`config.mk`:
```
export PLATFORM = sky130hd
export DESIGN_NAME = event_arbiter
export DESIGN_NICKNAME = d
export VERILOG_FILES = /design/src/rtl/event_arbiter.sv
export SDC_FILE = /design/constraint.sdc
export NUM_CORES = 1
export LEC_CHECK = 0
export ABC_AREA = 1
export CAP_MARGIN = 0
export CORE_MARGIN = 3
export CORE_UTILIZATION = 28
export CTS_CLUSTER_SIZE = 20
export DETAILED_ROUTE_END_ITERATION = 8
export SYNTH_ARGS = -nofsm -noshare
export SYNTH_HDL_FRONTEND = slang
export SYNTH_SLANG_ARGS = --single-unit
```
`constraint.sdc`:
```
create_clock -name clk -period 2.47 [get_ports clk]
set_clock_uncertainty 0.15 [all_clocks]
set_input_delay 0.247 -clock clk [delete_from_list [all_inputs] [get_ports clk]]
set_output_delay 0.247 -clock clk [all_outputs]
set_load 0.02 [all_outputs]
```
`src/rtl/event_arbiter.sv`:
```
// Round-robin pop engine: grants one pending event lane per cycle into a
// registered valid/ready output slot, popping the winner via req_ready_o.
module event_arbiter #(
    parameter  int unsigned NUM_REQ = 4,
    localparam int unsigned IDX_W   = (NUM_REQ > 1) ? $clog2(NUM_REQ) : 1
) (
    input  logic               clk,
    input  logic               rst_n,
    input  logic [NUM_REQ-1:0] req_valid_i,
    output logic [NUM_REQ-1:0] req_ready_o,
    output logic               grant_valid_o,
    output logic [IDX_W-1:0]   grant_idx_o,
    output logic [NUM_REQ-1:0] grant_onehot_o,
    input  logic               grant_ready_i
);

    // One extra bit so last_grant + offset never overflows before the wrap.
    localparam int unsigned CAND_W = IDX_W + 1;

    logic               grant_valid_q, grant_valid_d;
    logic [IDX_W-1:0]   grant_idx_q, grant_idx_d;
    logic [NUM_REQ-1:0] grant_onehot_q, grant_onehot_d;
    logic [IDX_W-1:0]   last_grant_q, last_grant_d;

    logic               pick_en_c;
    logic               any_req_c;
    logic               found_c;
    logic [IDX_W-1:0]   sel_c;
    logic [CAND_W-1:0]  cand_c;

    assign pick_en_c = !grant_valid_q || grant_ready_i;
    assign any_req_c = |req_valid_i;

    // Rotating scan starting just after the most recent winner.
    always_comb begin
        sel_c   = '0;
        found_c = 1'b0;
        cand_c  = '0;
        for (int unsigned k = 0; k < NUM_REQ; k++) begin
            cand_c = {1'b0, last_grant_q} + CAND_W'(k + 1);
            if (cand_c >= CAND_W'(NUM_REQ)) begin
                cand_c = cand_c - CAND_W'(NUM_REQ);
            end
            if (!found_c && req_valid_i[cand_c[IDX_W-1:0]]) begin
                found_c = 1'b1;
                sel_c   = cand_c[IDX_W-1:0];
            end
        end
    end

    // Pop strobe: only the winner, and only when the slot can take it.
    always_comb begin
        req_ready_o = '0;
        if (pick_en_c && any_req_c) begin
            req_ready_o = NUM_REQ'(1) << sel_c;
        end
    end

    always_comb begin
        grant_valid_d  = grant_valid_q;
        grant_idx_d    = grant_idx_q;
        grant_onehot_d = grant_onehot_q;
        last_grant_d   = last_grant_q;
        if (pick_en_c) begin
            grant_valid_d = any_req_c;
            if (any_req_c) begin
                grant_idx_d    = sel_c;
                grant_onehot_d = NUM_REQ'(1) << sel_c;
                last_grant_d   = sel_c;
            end else begin
                // Index keeps its last value; the one-hot copy clears with valid.
                grant_onehot_d = '0;
            end
        end
    end

    always_ff @(posedge clk or negedge rst_n) begin
        if (!rst_n) begin
            grant_valid_q  <= 1'b0;
            grant_idx_q    <= '0;
            grant_onehot_q <= '0;
            last_grant_q   <= IDX_W'(NUM_REQ - 1);
        end else begin
            grant_valid_q  <= grant_valid_d;
            grant_idx_q    <= grant_idx_d;
            grant_onehot_q <= grant_onehot_d;
            last_grant_q   <= last_grant_d;
        end
    end

    assign grant_valid_o  = grant_valid_q;
    assign grant_idx_o    = grant_idx_q;
    assign grant_onehot_o = grant_onehot_q;

endmodule

```
==> impl_metrics.csv <==
group,metric,value,unit
timing,slew_viol_final,0,
floorplan,coreArea,2230,sq um
floorplan,start_util,0.300,
routing,wl_met1,741,microns
finish,synthToLayoutAreaGrowth,47.0,%
grt,grt_pass1_wl,2540,microns
setup_path,end_kind,"output port",
setup_path,slowest_delay,0.56,ns
clock_tree,htree_levels,1,
grt,antenna_found_initial,0,
yosys,ys_warn_count,0,
place,pre_cts_ws,-0.164,ns
power,p_leak,0.541,nW
place,place_hpwl,1250,microns
setup_path,cp_num_buf_inv,3,
finish,fin_util,0.441,
floorplan,fp.dieH,54.9,microns
routing,route.met2.wl,782,microns
setup_path,startpoint_type,"register",
clock_tree,cts_tree,"built",
yosys,syn_area_per_cell,6.77,sq um
run_status,outcome,"finished clean",
power,irDropWorstVdd,0.716,mV
setup_path,critical_path.slowest_cell,"dfstp_2",
routing,top_layer,"met3",
yosys,yosysUniqueCellTypes,16,
routing,route.detailed.drc,0,
yosys,synth.net_count,106,
routing,finalWirelength,1600,microns
run,drv_cap,0,
grt,grt.total_usage,0.115,
place,io_buffers,17,
timing,hold_viol,0,
yosys,synthCells,99,
power,total_power,1.40,mW
routing,drt-pass1-iter-count,4,
place,placed_cell_area,960,sq um
yosys,syn_area,671,sq um
setup_path,path_delay_family,"simple AND/OR/NAND/NOR gates",
clock_tree,root_buffer,"clkbuf_4",
timing,tightest_slew,0.406,ns
timing,rsz0062_at_grt,"false",
setup_path,worst_ep_required_time,2.07,ns
routing,via_per_inst,4.38,
clock_tree,clock-sinks,9,
finish,fin_cells,159,
routing,drt_iter0_markers,10,
setup_path,crit_path_cell_trace,"buf_12, nand2_1, nand2_2, nand2_2, nand2_4, o21bai_2, nand2_1, nand2_1, nand2_2, nand3_1, inv_1, buf_2",
routing,ant_nets,0,
timing,slew_headroom,0.729,
clock_tree,clock_latency,0.25,ns
clock_tree,clkSlewWorstSetupHoldPaths,0.06,ns
setup_path,critPathKind,"reg2out",
timing,max_freq,436,MHz
timing,fin_hold_ws,0.137,ns
grt,grt_max_degree,12,
routing,wl_per_cell,10.1,microns
clock_tree,numCtsBuffers,3,
finish,drive_above_1_share,0.313,
min_path,hold_path_class,"in2async",
finish,nNetsFinal,139,
yosys,synth_seq_cells,9,
floorplan,dieWidth,54.9,microns
timing,min_period_over_period,0.929,
floorplan,ios,18,
setup_path,arrival,1.90,ns
timing,period_needed,2.29,ns
floorplan,dieArea,3020,sq um
finish,diodes,0,
grt,grt-ovfl-total,0,
grt,grt_pass1_vias,646,
power,cellPowerDensity,1420,nW/um^2
finish,fin_area,986,sq um
setup_path,cp_max_fo,11,
timing,setup_viol,0,
routing,vias,697,
place,place_congestion,0.821,
floorplan,placementRows,17,
place,placed_cells,154,
timing,setup_tns,0,ns
clock_tree,clk_path_buf_depth,2,
timing,timing.final.ws_setup,0.176,ns
routing,wl_met3,75,microns
yosys,yosysSeqAreaShare,0.340,
[state kept, by name, summed over array words and instances, names as in the netlist]
register and count:
grant_onehot_o 4, grant_idx_o 2, last_grant_q 2, grant_valid_o 1
[metal layers]
layer,vias to the layer above,global-route usage
li1,372,-
met1,311,0.146
met2,14,0.191
met3,0,0.0188
met4,0,0.0486
met5,-,0
[synth_stat cells]
master    instances  area share
buf_6             1       0.017
dfrtp_1           7        0.26
dfstp_2           2       0.078
inv_1            12       0.067
inv_2             2       0.011
nand2_1          38        0.21
nand2_2           7       0.065
nand2_4           4       0.067
nand3_1           9       0.067
nand4_1           4       0.037
nor2_1            6       0.034
nor2_4            1       0.017
nor4_1            1      0.0093
o21ai_0           2       0.015
o21ai_1           1      0.0075
o21bai_2          2       0.034
[area by class of cell]
cell class	instances	area, sq um
inverter	14	52.6
timing repair buffer	29	253
fill	249	1250
clock buffer	4	26.3
multi-input combinational	75	392
tap	28	35.0
sequential	9	228
[report_power, final]
group	switching (mW)	total, mW	internal [mW]
registers	0.0373	0.255	0.217
logic	0.593	1.03	0.438
clock network	0.0483	0.110	0.0621
[logic make-up after synthesis]
| family | count (synthesis) | synth area share |
|---|---|---|
| AO/OA/AOI/OAI | 5 | 0.0560 |
| buffers and inverters | 15 | 0.0951 |
| flip-flops | 9 | 0.340 |
| AND/OR/NAND/NOR | 70 | 0.509 |
[final timing paths]
kind	startpoint	slack [ns]	depth (start not counted)	endpoint
worst max-delay path	last_grant_q[0]	0.18	12	req_ready_o[3]
worst min-delay path	rst_n	0.14	1	grant_onehot_o[3]
worst max register to register	last_grant_q[0]	0.63	12	grant_onehot_o[1]
worst min register to register	grant_idx_o[1]	0.33	2	grant_idx_o[1]
max in group asynchronous	rst_n	1.71	1	last_grant_q[0]
min in group clk	grant_idx_o[1]	0.33	2	grant_idx_o[1]
[cell usage in the layout, fill, tap and decap left out, drive strengths merged]
| master | Yosys | final |
|---|---|---|
| o21bai | 2 | 2 |
| buf | 1 | 14 |
| dfstp | 2 | 2 |
| clkbuf | 0 | 6 |
| nor2 | 7 | 7 |
| nand3 | 9 | 9 |
| nor4 | 1 | 1 |
| nand2 | 49 | 49 |
| inv | 14 | 14 |
| o21ai | 3 | 3 |
| dfrtp | 7 | 7 |
| nand4 | 4 | 4 |
| clkdlybuf4s50 | 0 | 13 |
[what timing repair did]
item                       in CTS  in global routing
buffers inserted                0                  1
setup endpoints to repair       4                  4
hold buffers                    0                  0
pin swaps                       0                  1
gates resized for setup         9                  9
(Power assumes the default switching activity.)
